## src/rtl/mcp23s17_responder.sv

```systemverilog
// SPI-slave emulation of an MCP23S17 16-bit I/O expander (IOCON.BANK=0 map).
// All SPI and pin inputs are oversampled in the clk domain; INTA reflects port A (or A|B when mirrored).
module mcp23s17_responder #(
  parameter logic [2:0] HW_ADDR = 3'b000
) (
  input  logic       clk,
  input  logic       rst,
  input  logic       cs,
  input  logic       sck,
  input  logic       mosi,
  output logic       miso,
  output logic       miso_oe,
  output logic       inta,
  input  logic [7:0] gpa_in,
  input  logic [7:0] gpb_in,
  output logic [7:0] gpa_out,
  output logic [7:0] gpb_out,
  output logic [7:0] gpa_dir,
  output logic [7:0] gpb_dir
);

  typedef enum logic [2:0] {IDLE, OPCODE, ADDR, WRITE, READ, IGNORE} state_t;

  logic cs_meta_q, cs_sync_q, cs_prev_q;
  logic sck_meta_q, sck_sync_q, sck_prev_q;
  logic mosi_meta_q, mosi_sync_q;
  logic [1:0][7:0] pin_meta_q, pin_sync_q, pin_prev_q;

  state_t state_q, state_d;
  logic [2:0] bit_cnt_q, bit_cnt_d;
  logic [6:0] shift_q, shift_d;
  logic       rw_q, rw_d;
  logic [7:0] ptr_q, ptr_d;
  logic [7:0] miso_sh_q, miso_sh_d;
  logic       miso_oe_q, miso_oe_d;
  logic       inta_q, inta_d;
  logic [1:0][7:0] iodir_q, iodir_d, ipol_q, ipol_d, gpinten_q, gpinten_d, gppu_q, gppu_d;
  logic [1:0][7:0] intf_q, intf_d, intcap_q, intcap_d, olat_q, olat_d;
  logic [7:0] iocon_q, iocon_d;

  logic cs_fall, cs_rise, sck_rise, sck_fall, byte_done, opcode_ok, load;
  logic [7:0] byte_in, ptr_next, rd_addr, rd_data;
  logic [1:0] clr;
  logic [1:0][7:0] change;

  // cs chain resets low so a reset taken mid-frame never fakes a falling edge.
  always_ff @(posedge clk or posedge rst) begin
    if (rst) begin
      cs_meta_q   <= 1'b0;
      cs_sync_q   <= 1'b0;
      cs_prev_q   <= 1'b0;
      sck_meta_q  <= 1'b0;
      sck_sync_q  <= 1'b0;
      sck_prev_q  <= 1'b0;
      mosi_meta_q <= 1'b0;
      mosi_sync_q <= 1'b0;
      pin_meta_q  <= '0;
      pin_sync_q  <= '0;
      pin_prev_q  <= '0;
    end else begin
      cs_meta_q   <= cs;
      cs_sync_q   <= cs_meta_q;
      cs_prev_q   <= cs_sync_q;
      sck_meta_q  <= sck;
      sck_sync_q  <= sck_meta_q;
      sck_prev_q  <= sck_sync_q;
      mosi_meta_q <= mosi;
      mosi_sync_q <= mosi_meta_q;
      pin_meta_q  <= {gpb_in, gpa_in};
      pin_sync_q  <= pin_meta_q;
      pin_prev_q  <= pin_sync_q;
    end
  end

  assign cs_fall   = cs_prev_q & ~cs_sync_q;
  assign cs_rise   = ~cs_prev_q & cs_sync_q;
  assign sck_rise  = ~cs_sync_q & sck_sync_q & ~sck_prev_q;
  assign sck_fall  = ~cs_sync_q & ~sck_sync_q & sck_prev_q;
  assign byte_in   = {shift_q, mosi_sync_q};
  assign byte_done = sck_rise && (bit_cnt_q == 3'd7);
  assign opcode_ok = (byte_in[7:4] == 4'b0100) && (!iocon_q[3] || (byte_in[3:1] == HW_ADDR));
  assign ptr_next  = iocon_q[5] ? ptr_q : ((ptr_q == 8'h15) ? 8'h00 : ptr_q + 8'd1);
  assign rd_addr   = (state_q == ADDR) ? byte_in : ptr_next;
  assign change[0] = (pin_sync_q[0] ^ pin_prev_q[0]) & gpinten_q[0];
  assign change[1] = (pin_sync_q[1] ^ pin_prev_q[1]) & gpinten_q[1];

  always_comb begin
    rd_data = 8'h00;
    case (rd_addr)
      8'h00, 8'h01: rd_data = iodir_q[rd_addr[0]];
      8'h02, 8'h03: rd_data = ipol_q[rd_addr[0]];
      8'h04, 8'h05: rd_data = gpinten_q[rd_addr[0]];
      8'h0A, 8'h0B: rd_data = iocon_q;
      8'h0C, 8'h0D: rd_data = gppu_q[rd_addr[0]];
      8'h0E, 8'h0F: rd_data = intf_q[rd_addr[0]];
      8'h10, 8'h11: rd_data = intcap_q[rd_addr[0]];
      8'h12, 8'h13: rd_data = pin_sync_q[rd_addr[0]] ^ ipol_q[rd_addr[0]];
      8'h14, 8'h15: rd_data = olat_q[rd_addr[0]];
      default:      rd_data = 8'h00;
    endcase
  end

  // Frame sequencing, register writes and MISO byte loading.
  always_comb begin
    state_d   = state_q;
    bit_cnt_d = bit_cnt_q;
    shift_d   = shift_q;
    rw_d      = rw_q;
    ptr_d     = ptr_q;
    miso_sh_d = miso_sh_q;
    miso_oe_d = miso_oe_q;
    iodir_d   = iodir_q;
    ipol_d    = ipol_q;
    gpinten_d = gpinten_q;
    gppu_d    = gppu_q;
    olat_d    = olat_q;
    iocon_d   = iocon_q;
    load      = 1'b0;
    if (cs_rise) begin
      state_d   = IDLE;
      miso_oe_d = 1'b0;
      miso_sh_d = 8'h00;
    end else if (cs_fall) begin
      state_d   = OPCODE;
      bit_cnt_d = 3'd0;
      miso_oe_d = 1'b0;
    end else if (state_q != IDLE) begin
      if (sck_rise) begin
        shift_d   = byte_in[6:0];
        bit_cnt_d = bit_cnt_q + 3'd1;
      end
      // The fall right after a byte load must keep the freshly loaded MSB on miso.
      if (sck_fall && (state_q == READ) && (bit_cnt_q != 3'd0))
        miso_sh_d = {miso_sh_q[6:0], 1'b0};
      if (byte_done) begin
        case (state_q)
          OPCODE: begin
            rw_d    = byte_in[0];
            state_d = opcode_ok ? ADDR : IGNORE;
          end
          ADDR: begin
            ptr_d   = byte_in;
            state_d = rw_q ? READ : WRITE;
            load    = rw_q;
          end
          WRITE: begin
            ptr_d = ptr_next;
            case (ptr_q)
              8'h00, 8'h01: iodir_d[ptr_q[0]]   = byte_in;
              8'h02, 8'h03: ipol_d[ptr_q[0]]    = byte_in;
              8'h04, 8'h05: gpinten_d[ptr_q[0]] = byte_in;
              8'h0A, 8'h0B: iocon_d             = byte_in;
              8'h0C, 8'h0D: gppu_d[ptr_q[0]]    = byte_in;
              8'h12, 8'h13, 8'h14, 8'h15: olat_d[ptr_q[0]] = byte_in;
              default: ;
            endcase
          end
          READ: begin
            ptr_d = ptr_next;
            load  = 1'b1;
          end
          default: ;
        endcase
      end
    end
    if (load) begin
      miso_sh_d = rd_data;
      miso_oe_d = 1'b1;
    end
  end

  // A change arriving in the same cycle as a read-clear re-arms INTF.
  always_comb begin
    clr[0]   = load && ((rd_addr == 8'h10) || (rd_addr == 8'h12));
    clr[1]   = load && ((rd_addr == 8'h11) || (rd_addr == 8'h13));
    intf_d   = intf_q;
    intcap_d = intcap_q;
    for (int p = 0; p < 2; p++) begin
      if (clr[p]) intf_d[p] = 8'h00;
      if ((intf_d[p] == 8'h00) && (change[p] != 8'h00)) begin
        intf_d[p]   = change[p];
        intcap_d[p] = pin_sync_q[p];
      end
    end
    inta_d = ~((intf_q[0] != 8'h00) || (iocon_q[6] && (intf_q[1] != 8'h00)));
  end

  always_ff @(posedge clk or posedge rst) begin
    if (rst) begin
      state_q   <= IDLE;
      bit_cnt_q <= 3'd0;
      shift_q   <= 7'd0;
      rw_q      <= 1'b0;
      ptr_q     <= 8'h00;
      miso_sh_q <= 8'h00;
      miso_oe_q <= 1'b0;
      inta_q    <= 1'b1;
      iodir_q   <= {8'hFF, 8'hFF};
      ipol_q    <= '0;
      gpinten_q <= '0;
      gppu_q    <= '0;
      intf_q    <= '0;
      intcap_q  <= '0;
      olat_q    <= '0;
      iocon_q   <= 8'h00;
    end else begin
      state_q   <= state_d;
      bit_cnt_q <= bit_cnt_d;
      shift_q   <= shift_d;
      rw_q      <= rw_d;
      ptr_q     <= ptr_d;
      miso_sh_q <= miso_sh_d;
      miso_oe_q <= miso_oe_d;
      inta_q    <= inta_d;
      iodir_q   <= iodir_d;
      ipol_q    <= ipol_d;
      gpinten_q <= gpinten_d;
      gppu_q    <= gppu_d;
      intf_q    <= intf_d;
      intcap_q  <= intcap_d;
      olat_q    <= olat_d;
      iocon_q   <= iocon_d;
    end
  end

  assign miso    = miso_sh_q[7];
  assign miso_oe = miso_oe_q;
  assign inta    = inta_q;
  assign gpa_out = olat_q[0];
  assign gpb_out = olat_q[1];
  assign gpa_dir = iodir_q[0];
  assign gpb_dir = iodir_q[1];

endmodule
```

## config.mk

```make
export PLATFORM = sky130hd
export DESIGN_NAME = mcp23s17_responder
export DESIGN_NICKNAME = d
export VERILOG_FILES = /design/src/rtl/mcp23s17_responder.sv
export SDC_FILE = /design/constraint.sdc
export NUM_CORES = 1
export LEC_CHECK = 0
export BUFFER_PORTS_ARGS = -buffer_cell sky130_fd_sc_hd__buf_2
export CELL_PAD_IN_SITES_DETAIL_PLACEMENT = 0
export CELL_PAD_IN_SITES_GLOBAL_PLACEMENT = 1
export CORE_AREA = 2 2 161 163
export CTS_CLUSTER_DIAMETER = 50
export DETAILED_ROUTE_END_ITERATION = 8
export DIE_AREA = 0 0 163 165
export PLACE_DENSITY_LB_ADDON = 0.1
export SETUP_SLACK_MARGIN = 0.1
export SYNTH_ARGS = -nofsm -noshare
export SYNTH_HDL_FRONTEND = slang
export SYNTH_SLANG_ARGS = --single-unit
```

## constraint.sdc

```tcl
create_clock -name clk -period 21.7 [get_ports clk]
set_input_delay 4.34 -clock clk [delete_from_list [all_inputs] [get_ports clk]]
set_output_delay 4.34 -clock clk [all_outputs]
set_load 0.02 [all_outputs]
```

Word level (Yosys, flattened, before mapping)
Cells that the tools add are included.
{"block": "classes", "addsub": 2, "n_lt_le_gt_ge": 3, "n_eq_ne": 37, "n_mux": 55, "n_bitwise": 18, "reduce_logical": 63}
{"cell": "$mux W8", "count": 29}
{"cell": "$bwmux W16", "count": 5}
{"cell": "$eq A8 B4 Y1 const B", "count": 10}
{"cell": "$eq A8 B5 Y1 const B", "count": 10}
{"cell": "$pmux W8 S9", "count": 1}
{"cell": "$reduce_and A6 Y1", "count": 6}
{"cell": "$eq A8 B2 Y1 const B", "count": 4}
{"cell": "$eq A8 B3 Y1 const B", "count": 4}
{"cell": "$logic_not A8 Y1", "count": 4}
{"cell": "$reduce_bool A8 Y1", "count": 4}
{"cell": "$reduce_or A2 Y1", "count": 15}
{"cell": "$mux W3", "count": 9}
{"cell": "$xor A8 B8 Y8", "count": 3}
{"cell": "$reduce_bool A3 Y1", "count": 7}
{"cell": "$and A8 B8 Y8", "count": 2}
{"cell": "$eq A8 B1 Y1 const B", "count": 2}
{"cell": "$pmux W8 S2", "count": 1}
{"cell": "$logic_and A1 B1 Y1", "count": 10}
{"cell": "$reduce_and A5 Y1", "count": 2}
{"cell": "$reduce_and A3 Y1", "count": 3}
{"cell": "$add A8 B1 Y8 const B", "count": 1}
{"cell": "$demux W8 S1", "count": 1}
{"cell": "$mux W1", "count": 7}
{"cell": "$not A1 Y1", "count": 7}
{"cell": "other kinds (18)", "count": 31}
{"block": "word_totals", "ff_bits": 208, "out_inout_bits": 35}

Longest topological paths before layout
Gate-level depths: netlist of the first run.
{"block": "logic_depth", "word_depth": 13, "mapped_depth": 13, "ltp_nobuf": 10}

Worst setup path before layout of the first run
OpenSTA, ideal clock, no wires.
{"block": "synth_path", "kind": "reg-to-output", "from": "reg iodir_q, in the netlist gpa_dir[2]", "to": "out gpa_dir[2]", "arrival_ps": 568, "t_required_ps": 17360, "path_slack_ps": 16792, "stages_incl_launch_ff": 1, "n_path_buf": 0, "cell_sequence": "dfstp_2"}
{"item": "start, declared", "line": "37", "source": "logic [1:0][7:0] iodir_q, iodir_d, ipol_q, ipol_d, gpinten_q, gpinten_d, gppu_q, gppu_d;"}
{"item": "start signal, assigned", "line": "198", "source": "iodir_q <= {8'hFF, 8'hFF};"}
{"item": "start signal, assigned", "line": "215", "source": "iodir_q <= iodir_d;"}
{"item": "end, declared", "line": "18", "source": "output logic [7:0] gpa_dir,"}
No word-level cell between the ends.

Worst setup path after layout of the first run
{"block": "layout_path", "from": "reg iodir_q, in the netlist gpb_dir[4]", "to": "out gpb_dir[4]"}
{"item": "end, declared", "line": "19", "source": "output logic [7:0] gpb_dir"}
No word-level cell between the ends.

==> out/metrics.cfg, run 1 <==
[global_routing]
grt_pass1_wl_um=43900
grt_usage_pct=21.5
antenna_found_initial=0
grt_overflow=0
grt_pass1_vias=7323
grt_max_degree=129

[setup_path]
rrSetupSlack_ns=17.78
crit_path_start=gpb_dir[4]
worstPathCellList=buf_2
critPathTopFamily=flip-flops
end_kind=primary output
worstPathMaxFanout=3
critPathArrivalTime_ns=1.25
start_kind=flop
cp.required_ns=17.36
cp_slowest_stage_delay_ns=0.55
endpoint=gpb_dir[4]
timing.rr.end=miso_sh_q[0]
path_class=reg2out
reg2reg_depth=10
r2r_start=ptr_q[0]
cp.depth=1
slowest_stage=dfstp_2
critPathBufInv=1

[yosys]
synth_flop_cell=dfrtp_1
ys_ff_latch=208
synthSimpleGateAreaFrac_pct=13.1
synthAdderAreaFrac_pct=1.14
syn_area_mm2=0.00986
postSynthAreaPerCell_um2=11.5
netlist.area_leader.share_pct=48.5
synth_mux_area_share_pct=16.5
synth_top_family_by_area=multiplexers
yosysWarnings=0
synth-xor-area-share_pct=3.02
synth_top_area_cell=dfrtp_1
synth_edf_count=0
syn-num-nets=889
synth_cells=859
synth_area_leaders=dfrtp_1 (48%), mux2_2 (12%), dfstp_2 (4.5%)
synth_seq_area_share_pct=53.0
ys_async_sr_fraction_pct=100
synth_compound_area_share_pct=10.7
synth.distinct_cells=70

[placed_design]
dp_hpwl_um=19100
pre_cts_ws_ns=15.43
gp_congestion=0.856
port_buffers=55

[clocking]
clk_pin_slew_worst_paths_ns=0.06
ctsResizeCount=0
cts_tree=done
clkLatencyLatePin_ns=0.54
cts.sinks=208
hold_buffers=0
cts.htree.levels=1
post_cts_buffers=0
cts_buffers=28
cts_root_buf=clkbuf_16
clock_path_buffers=3

[timing]
maxSlewHeadroom_pct=13.7
drv_slew=0
finalSetupTns_ns=0
fin_ws_ns=16.11
clock.fmax_mhz=179
worst_clock_skew_ns=0.00846
post-route-period-util_pct=25.8
hold_viol=0
rsz0062_at_grt=false
setup_viol=0
period_minus_slack_ns=5.59
tightest_slew_ns=1.29

[routing]
routed_wl_um=28000
drt_iter0_markers=515
postRouteAntennaNets=0
wl_per_cell_um=22.3
firstDrtPassIters=4
viasPerCell=5.53
num_vias=6948
drc_errors=0

[run]
max_cap_viol_count=0

[power_and_ir_drop]
p_leak_nw=5.25
p_per_area_mw_per_mm2=82.1
max-vdd-ir-drop_mv=0.0591

[final_layout]
drive_above_1_share_pct=28.4
layout.nets=935
syn_to_final_growth_pct=15.4
final_cell_mix=dfrtp_1 (191), nand2_1 (110), mux2_2 (101)
mostFrequentLayoutCell=dfrtp_1

[status]
status=complete, no violations

[die]
fp.coreArea_mm2=0.0250
initial_core_util_pct=39.4
io_pins=56
placementRows=58
fp.dieH_um=165
die-area_mm2=0.0269
die_w_um=163

[hold_path]
holdCritPathClass=reg2reg
hp-start=pin_meta_q[8]

## worst register-to-register path: cells and delay by family, from the launching register on
family,cells,cell delay [ns]
AND/OR/NAND/NOR,4,1.33
adder cells (fa/ha/maj),1,0.35
buffers and inverters,1,0.22
flip-flops,1,0.73
AO/OA/AOI/OAI,3,0.76
XOR/XNOR,1,0.45
## state kept, by name, summed over array words and instances, names as in the netlist, 7 cells and up
name / cells
iocon_q: 8
gpa_out: 8
ptr_q: 8
gpb_out: 8
gpb_dir: 8
pin_meta_q: 16
gpinten_q: 16
intcap_q: 16
pin_prev_q: 16
shift_q: 7
gpa_dir: 8
intf_q: 16
pin_sync_q: 16
ipol_q: 16
gppu_q: 16
miso_sh_q: 8
## how the worst min path moves through the flow
stage	end	slack, ns	cells past startpoint
after detailed placement	pin_sync_q[10]	0.33	0
final	pin_sync_q[8]	0.34	0
after CTS	pin_sync_q[8]	0.34	0
after global routing	pin_sync_q[5]	0.35	0
after global placement	pin_sync_q[4]	0.34	0
after floorplan	cs_sync_q	0.33	0
## cell families (layout without fill, tap and decap cells)
logic type / after synthesis / after routing
AO/OA/AOI/OAI: 161 / 161
XOR/XNOR: 34 / 34
adder cells (fa/ha/maj): 9 / 9
buffers and inverters: 55 / 122
flip-flops: 208 / 208
multiplexers: 142 / 142
other: 0 / 1
AND/OR/NAND/NOR: 250 / 250
## layer usage
layer / track usage [%] / vias to the layer above / wire length, um
met4: 6.52 / 0 / 787
met5: 0 / - / 0
met3: 2.59 / 46 / 831
met2: 37.0 / 143 / 13800
li1: - / 3191 / -
met1: 28.6 / 3568 / 12500
## metrics by stage
step / utilization (%) / std cells / power [W] / hold slack (ns) / area [um^2]
6_report: 45.5 / 1257 / 0.000935 / 0.340 / 11400
5_1_grt: 45.4 / 1256 / 0.000970 / 0.348 / 11400
4_1_cts: 45.4 / 1256 / 0.000949 / 0.344 / 11400
3_5_place_dp: 41.5 / 1205 / 0.000467 / 0.335 / 10400
3_3_place_gp: 41.5 / 1205 / 0.000465 / 0.336 / 10400
2_1_floorplan: - / 859 / 0.000445 / 0.331 / 9860
## cell type report
type                       instances  area, um^2
fill                            2386       13700
sequential                       208        5230
multi-input combinational        596        4390
clock buffer                      32         726
tap                              330         413
timing repair buffer              62         328
clock inverter                    19         253
inverter                           9        41.3
antenna                            1        2.50
## cell usage after synthesis (3+ instances only)
library cell	number
buf_2	10
a2111oi_0	5
nand2_1	110
ha_1	9
or3_1	3
o31ai_1	3
o31a_1	3
nor4_1	6
a22oi_1	11
inv_1	9
nor4b_1	3
mux2i_1	25
buf_1	6
a211oi_1	8
nor3_1	18
and2_1	9
o211ai_1	4
o21ai_0	40
nand4_1	13
a21o_1	4
nor3b_1	3
xor2_1	25
nand3b_1	4
o22ai_1	10
nand3_1	21
dfstp_2	17
clkbuf_1	25
nor2b_1	4
mux2_2	101
nor2_1	27
dfrtp_1	191
xnor2_1	9
mux2_4	16
nor3b_2	3
nand2b_1	6
buf_6	4
nand4b_1	5
a21oi_1	45
## where the power goes
part           internal (W)  switching, W
sequential         0.000398     0.0000315
clock              0.000292      0.000184
combinational     0.0000124     0.0000177
Note: power is estimated with default switching activity, not from simulation.
==> run 2, diff against run 1 <==
--- a/config.mk
+++ b/config.mk
@@ -5,13 +5,14 @@
 export SDC_FILE = /design/constraint.sdc
 export NUM_CORES = 1
 export LEC_CHECK = 0
+export ABC_AREA = 1
 export BUFFER_PORTS_ARGS = -buffer_cell sky130_fd_sc_hd__buf_2
 export CELL_PAD_IN_SITES_DETAIL_PLACEMENT = 0
 export CELL_PAD_IN_SITES_GLOBAL_PLACEMENT = 1
-export CORE_AREA = 2 2 161 163
+export CORE_AREA = 2 2 162 164
 export CTS_CLUSTER_DIAMETER = 50
 export DETAILED_ROUTE_END_ITERATION = 8
-export DIE_AREA = 0 0 163 165
+export DIE_AREA = 0 0 164 166
 export PLACE_DENSITY_LB_ADDON = 0.1
 export SETUP_SLACK_MARGIN = 0.1
 export SYNTH_ARGS = -nofsm -noshare
==> constraint.sdc (replaced) <==
create_clock -name clk -period 5.4 [get_ports clk]
set_input_delay 1.08 -clock clk [delete_from_list [all_inputs] [get_ports clk]]
set_output_delay 1.08 -clock clk [all_outputs]
set_load 0.02 [all_outputs]
==> run 2 against run 1 <==
Against the previous run:
- final area is 2.1% higher
- clock power increased to 4.2 times the previous value
- register-to-register slack worse by 16 ns
- first-iteration DRC count is 39% higher
- total power grew to 4.1 times the previous value
- core utilization shrank 0.10 points
- count of clock-buffer cells in the layout is 9 higher
- flip-flop and latch count unchanged
- global-route usage increased by 1.0 points
- die area grew 1.2%
- critical endpoint is now miso_sh_q[5]
- largest power group unchanged
==> out/metrics.cfg, run 2 <==
[final_layout]
drive_above_1_share_pct=14.3
syn_to_final_growth_pct=15.3
antennaDiodeCount=0
layout.nets=1335
final_core_utilization_pct=45.4
mostFrequentLayoutCell=nand2_1
final_cell_mix=nand2_1 (468), dfrtp_1 (191), o21ai_0 (122)
fill_cells=2548

[routing]
drc_errors=0
viasPerCell=4.96
firstDrtPassIters=5
num_vias=8255
drt_iter0_markers=714
wl_per_cell_um=17.9
routed_wl_um=29900
postRouteAntennaNets=0

[global_routing]
grt_max_degree=145
met2_usage_pct=33.8
antenna_found_initial=0
grt_use_met1_pct=34.6
grt_usage_pct=22.5
grt_pass1_vias=8017
grt_pass1_wl_um=47400
grt_overflow=0
busiest_layer=met1
met3_usage_pct=3.12

[yosys]
synth_top_area_cell=dfrtp_1
ys_ff_latch=208
netlist.area_leader.share_pct=47.4
postSynthAreaPerCell_um2=8.01
synth_flop_cell=dfrtp_1
synth_edf_count=0
synth.most_common_cell=nand2_1
syn_area_mm2=0.0101
ys_async_sr_fraction_pct=100
synth_top_cells_by_count=nand2_1 (469), dfrtp_1 (191), o21ai_0 (122)
syn-num-nets=1289
synth_cells=1259
synth.distinct_cells=39
synth_seq_area_share_pct=51.8
yosysWarnings=0
synth_area_leaders=dfrtp_1 (47%), nand2_1 (17%), o21ai_0 (6.1%)

[setup_path]
start_kind=flop
critPathArrivalTime_ns=3.97
path_class=reg2reg
worstPathMaxFanout=75
end_kind=flop
cp.required_ns=5.87

[clocking]
ctsResizeCount=0
hold_buffers=0
cts.sinks=208
cts_root_buf=clkbuf_16
cts_tree=done
cts_buffers=30
clock_path_buffers=3
clkLatencyLatePin_ns=0.55
post_cts_buffers=0
cts.htree.levels=1
clk_pin_slew_worst_paths_ns=0.06

[timing]
finalSetupTns_ns=0
clock.fmax_mhz=286
maxSlewHeadroom_pct=26.5
period_minus_slack_ns=3.50
drv_slew=0
hold_viol=0
setup_viol=0
rsz0062_at_grt=false
post-route-period-util_pct=64.8
tightest_slew_ns=1.10
worst_clock_skew_ns=0.0160

[placed_design]
gp_congestion=0.837
port_buffers=55
dp_hpwl_um=21000

[power_and_ir_drop]
p_per_area_mw_per_mm2=329
p_total_w=0.00382
max-vdd-ir-drop_mv=0.177
p_leak_nw=5.68

[die]
fp.dieH_um=166
die-area_mm2=0.0272
io_pins=56
fp.coreArea_mm2=0.0256
initial_core_util_pct=39.4
placementRows=59
die_w_um=164

[status]
status=complete, no violations

[run]
max_cap_viol_count=0

[hold_path]
holdCritPathClass=reg2reg

-- run 2: cell count changes after synthesis, moves of 10 or more --
| cell | previous run | this run |
|---|---|---|
| nor3_1 | 18 | 8 |
| a22oi_1 | 11 | 0 |
| mux2_2 | 101 | 0 |
| nand3_1 | 21 | 45 |
| mux2i_1 | 25 | 0 |
| o21ai_0 | 40 | 122 |
| inv_1 | 9 | 98 |
| o21ai_2 | 1 | 16 |
| mux2_4 | 16 | 0 |
| o21ai_1 | 0 | 27 |
| nor2_1 | 27 | 71 |
| nand2_1 | 110 | 469 |
| xor2_1 | 25 | 6 |
-- run 2: cell families (layout without fill, tap and decap cells) --
| group | count (synthesis) | count (layout) | synth area share, % |
|---|---|---|---|
| and+or+nand+nor | 642 | 642 | 26.6 |
| AOI/OAI and AO/OA | 236 | 236 | 13.2 |
| DFF | 208 | 208 | 51.8 |
| buffers and inverters | 157 | 227 | 6.55 |
| adders and majority gates | 9 | 9 | 1.12 |
| xor gates and xnor gates | 7 | 7 | 0.608 |
-- run 2: final timing paths --
| kind | slack (ns) | to | from | cells after the start |
|---|---|---|---|---|
| min in group asynchronous | 0.70 | mosi_meta_q | rst | 3 |
| min | 0.34 | pin_sync_q[12] | pin_meta_q[12] | 0 |
| min reg2reg | 0.34 | pin_sync_q[12] | pin_meta_q[12] | 0 |
| max reg2reg | 1.90 | miso_sh_q[5] | ptr_q[0] | 15 |
| max in group asynchronous | 3.96 | intf_q[3] | rst | 3 |
| max | 1.90 | miso_sh_q[5] | ptr_q[0] | 15 |
-- run 2: where the power goes --
group	total [W]	internal [W]	switching, W
registers	0.00165	0.00161	0.0000449
logic	0.000193	0.0000369	0.000156
clock network	0.00198	0.00124	0.000738
total	0.00382	0.00289	0.000938
-- run 2: final cells by class --
class | instances | area (um^2) | area share [%]
clock buffers | 41 | 843 | 7.26
clock inverters | 15 | 180 | 1.55
inverters | 109 | 413 | 3.55
multi-input cells | 894 | 4200 | 36.1
flip-flops and latches | 208 | 5230 | 45.0
well taps | 335 | 419 | 3.61
repair buffers | 62 | 340 | 2.93
-- run 2: per-layer routing --
| layer | wire, um | up-vias |
|---|---|---|
| met4 | 567 | 0 |
| met3 | 1460 | 43 |
| li1 | - | 4143 |
| met5 | 0 | - |
| met2 | 13000 | 187 |
| met1 | 14900 | 3882 |
-- run 2: critical path: stages (launching register included) --
cell	delay [ns]
dfrtp_1	0.60
clkinv_1	0.38
nand3_1	0.22
nand3_2	0.27
nand2_2	0.37
buf_4	0.67
nand2_1	0.13
o21ai_1	0.14
inv_1	0.07
nand2_1	0.06
nand3_1	0.07
nand2_1	0.10
nor2_1	0.04
nand2_1	0.07
nand2_1	0.06
a21oi_1	0.12
-- run 2: stage by stage --
step | hold slack (ns) | worst slack (ns) | instances | instance area [um^2]
2_1_floorplan | 0.331 | 1.63 | 1259 | 10100
3_3_place_gp | 0.333 | 2.01 | 1608 | 10600
3_5_place_dp | 0.335 | 1.93 | 1608 | 10600
5_1_grt | 0.351 | 1.50 | 1664 | 11600
6_report | 0.344 | 1.90 | 1664 | 11600
4_1_cts | 0.348 | 1.92 | 1664 | 11600
==> run 3, diff against run 2 <==
==> constraint.sdc (replaced) <==
create_clock -name clk -period 3.5 [get_ports clk]
set_input_delay 0.7 -clock clk [delete_from_list [all_inputs] [get_ports clk]]
set_output_delay 0.7 -clock clk [all_outputs]
set_load 0.02 [all_outputs]
==> run 3 against run 2 <==
Against the previous run:
- final area increased by 1.1%
- worst setup slack got worse by 1.5 ns
- sequential share of layout area decreased by 0.50 points
- routed wire length increased by 1.9%
- clock power increased by 52%
- critical path depth decreased by 1
- critical path type unchanged
- critical endpoint is now intcap_q[12]
==> out/metrics.cfg, run 3 (same netlist as run 2, synthesis figures left out) <==
[timing]
clock.fmax_mhz=319
period_minus_slack_ns=3.13
rsz0062_at_grt=true
tightest_slew_ns=1.02
worst_clock_skew_ns=0.0161
hold_viol=0
setup_viol=0
maxSlewHeadroom_pct=31.9
finalSetupTns_ns=0
drv_slew=0
post-route-period-util_pct=89.5
hold-worst-slack_ns=0.252

[placed_design]
dp_hpwl_um=21300
gp_congestion=0.878
port_buffers=55

[clocking]
cts_tree=done
clk_pin_slew_worst_paths_ns=0.06
cts_buffers=31
cts_root_buf=clkbuf_16
clkLatencyLatePin_ns=0.55
clock_path_buffers=3
cts.sinks=208
cts.htree.levels=1
hold_buffers=0

[power_and_ir_drop]
max-vdd-ir-drop_mv=0.357
p_per_area_mw_per_mm2=499
p_leak_nw=5.77

[setup_path]
cp.required_ns=3.92
path_class=reg2reg
worstPathMaxFanout=24
end_kind=flop
start_kind=flop
critPathArrivalTime_ns=3.56

[routing]
num_vias=8421
wl_met1_um=15100
wl_per_cell_um=18.1
drc_errors=0
postRouteAntennaNets=0
viasPerCell=5.01
met2WireLength_um=13400
routed_wl_um=30400
wl_met3_um=1480
top_layer=met4
firstDrtPassIters=5
drt_iter0_markers=729

[global_routing]
grt_pass1_vias=8183
grt_pass1_wl_um=47500
grt_usage_pct=22.7
grt_overflow=0
grt_max_degree=165
antenna_found_initial=1

[hold_path]
holdCritPathClass=in2reg

[final_layout]
syn_to_final_growth_pct=16.6
drive_above_1_share_pct=15.5
antennaDiodeCount=0
final_cell_mix=nand2_1 (468), dfrtp_1 (191), o21ai_0 (122)
layout.nets=1353
mostFrequentLayoutCell=nand2_1

[die]
io_pins=56
die_w_um=164
fp.coreArea_mm2=0.0256
die-area_mm2=0.0272
fp.dieH_um=166
placementRows=59
initial_core_util_pct=39.4

[run]
max_cap_viol_count=0

[status]
status=complete, no violations

run 3: where the power goes:
| group | internal (W) | switching (W) | leakage [nW] |
|---|---|---|---|
| registers | 0.00248 | 0.0000692 | 2.69 |
| logic | 0.0000720 | 0.000244 | 2.60 |
| clock network | 0.00183 | 0.00117 | 0.482 |
| total | 0.00438 | 0.00148 | 5.77 |
run 3: final timing paths:
path | from | endpoint | slack, ns | cells after the start
worst max-delay path | ptr_q[0] | intcap_q[12] | 0.37 | 14
worst min-delay path | gpb_in[0] | pin_meta_q[8] | 0.25 | 1
worst max register to register | ptr_q[0] | intcap_q[12] | 0.37 | 14
worst min register to register | pin_meta_q[11] | pin_sync_q[11] | 0.34 | 0
max in group asynchronous | rst | gpb_out[2] | 2.31 | 3
min in group asynchronous | rst | mosi_meta_q | 0.35 | 3
run 3: per-layer routing:
layer,vias to the layer above,global-route usage [%]
met1,4017,35.0
met3,35,3.30
li1,4178,-
met5,-,0
met4,0,4.69
met2,191,33.8
run 3: repair_timing:
item / CTS / global route
endpoints found under the hold margin: 0 / 0
buffers inserted: 0 / 0
setup endpoints to repair: 0 / 5
gates resized for setup: 0 / 0
run 3: worst max-delay path: stages (launching register included):
cell,delay (ns)
dfrtp_1,0.61
ha_1,0.28
inv_1,0.09
nor2_4,0.15
nand3_4,0.11
nand4_1,0.11
nand2_2,0.09
nor2_2,0.12
inv_2,0.06
nor2_4,0.14
nand3_2,0.27
a21oi_1,0.32
nand3_4,0.38
nand2_1,0.19
o21ai_2,0.07
run 3: area by class of cell:
cell class	instances	area, um^2
well taps	335	419
repair buffers	79	493
clock inverters	17	180
multi-input cells	894	4200
clock buffers	38	822
flip-flops and latches	208	5230
fillers	2616	13900
inverters	109	413
run 3: stage by stage:
| stage | cells | setup slack [ns] | area [um^2] | power [W] | utilization (%) |
|---|---|---|---|---|---|
| 4_1_cts | 1680 | 0.354 | 11800 | 0.00594 | 45.9 |
| 2_1_floorplan | 1259 | 0.114 | 10100 | 0.00274 | - |
| 5_1_grt | 1680 | 0.0906 | 11800 | 0.00609 | 45.9 |
| 6_report | 1680 | 0.367 | 11800 | 0.00586 | 45.9 |
| 3_3_place_gp | 1625 | 0.414 | 10700 | 0.00291 | 42.0 |
| 3_5_place_dp | 1625 | 0.349 | 10700 | 0.00291 | 42.0 |
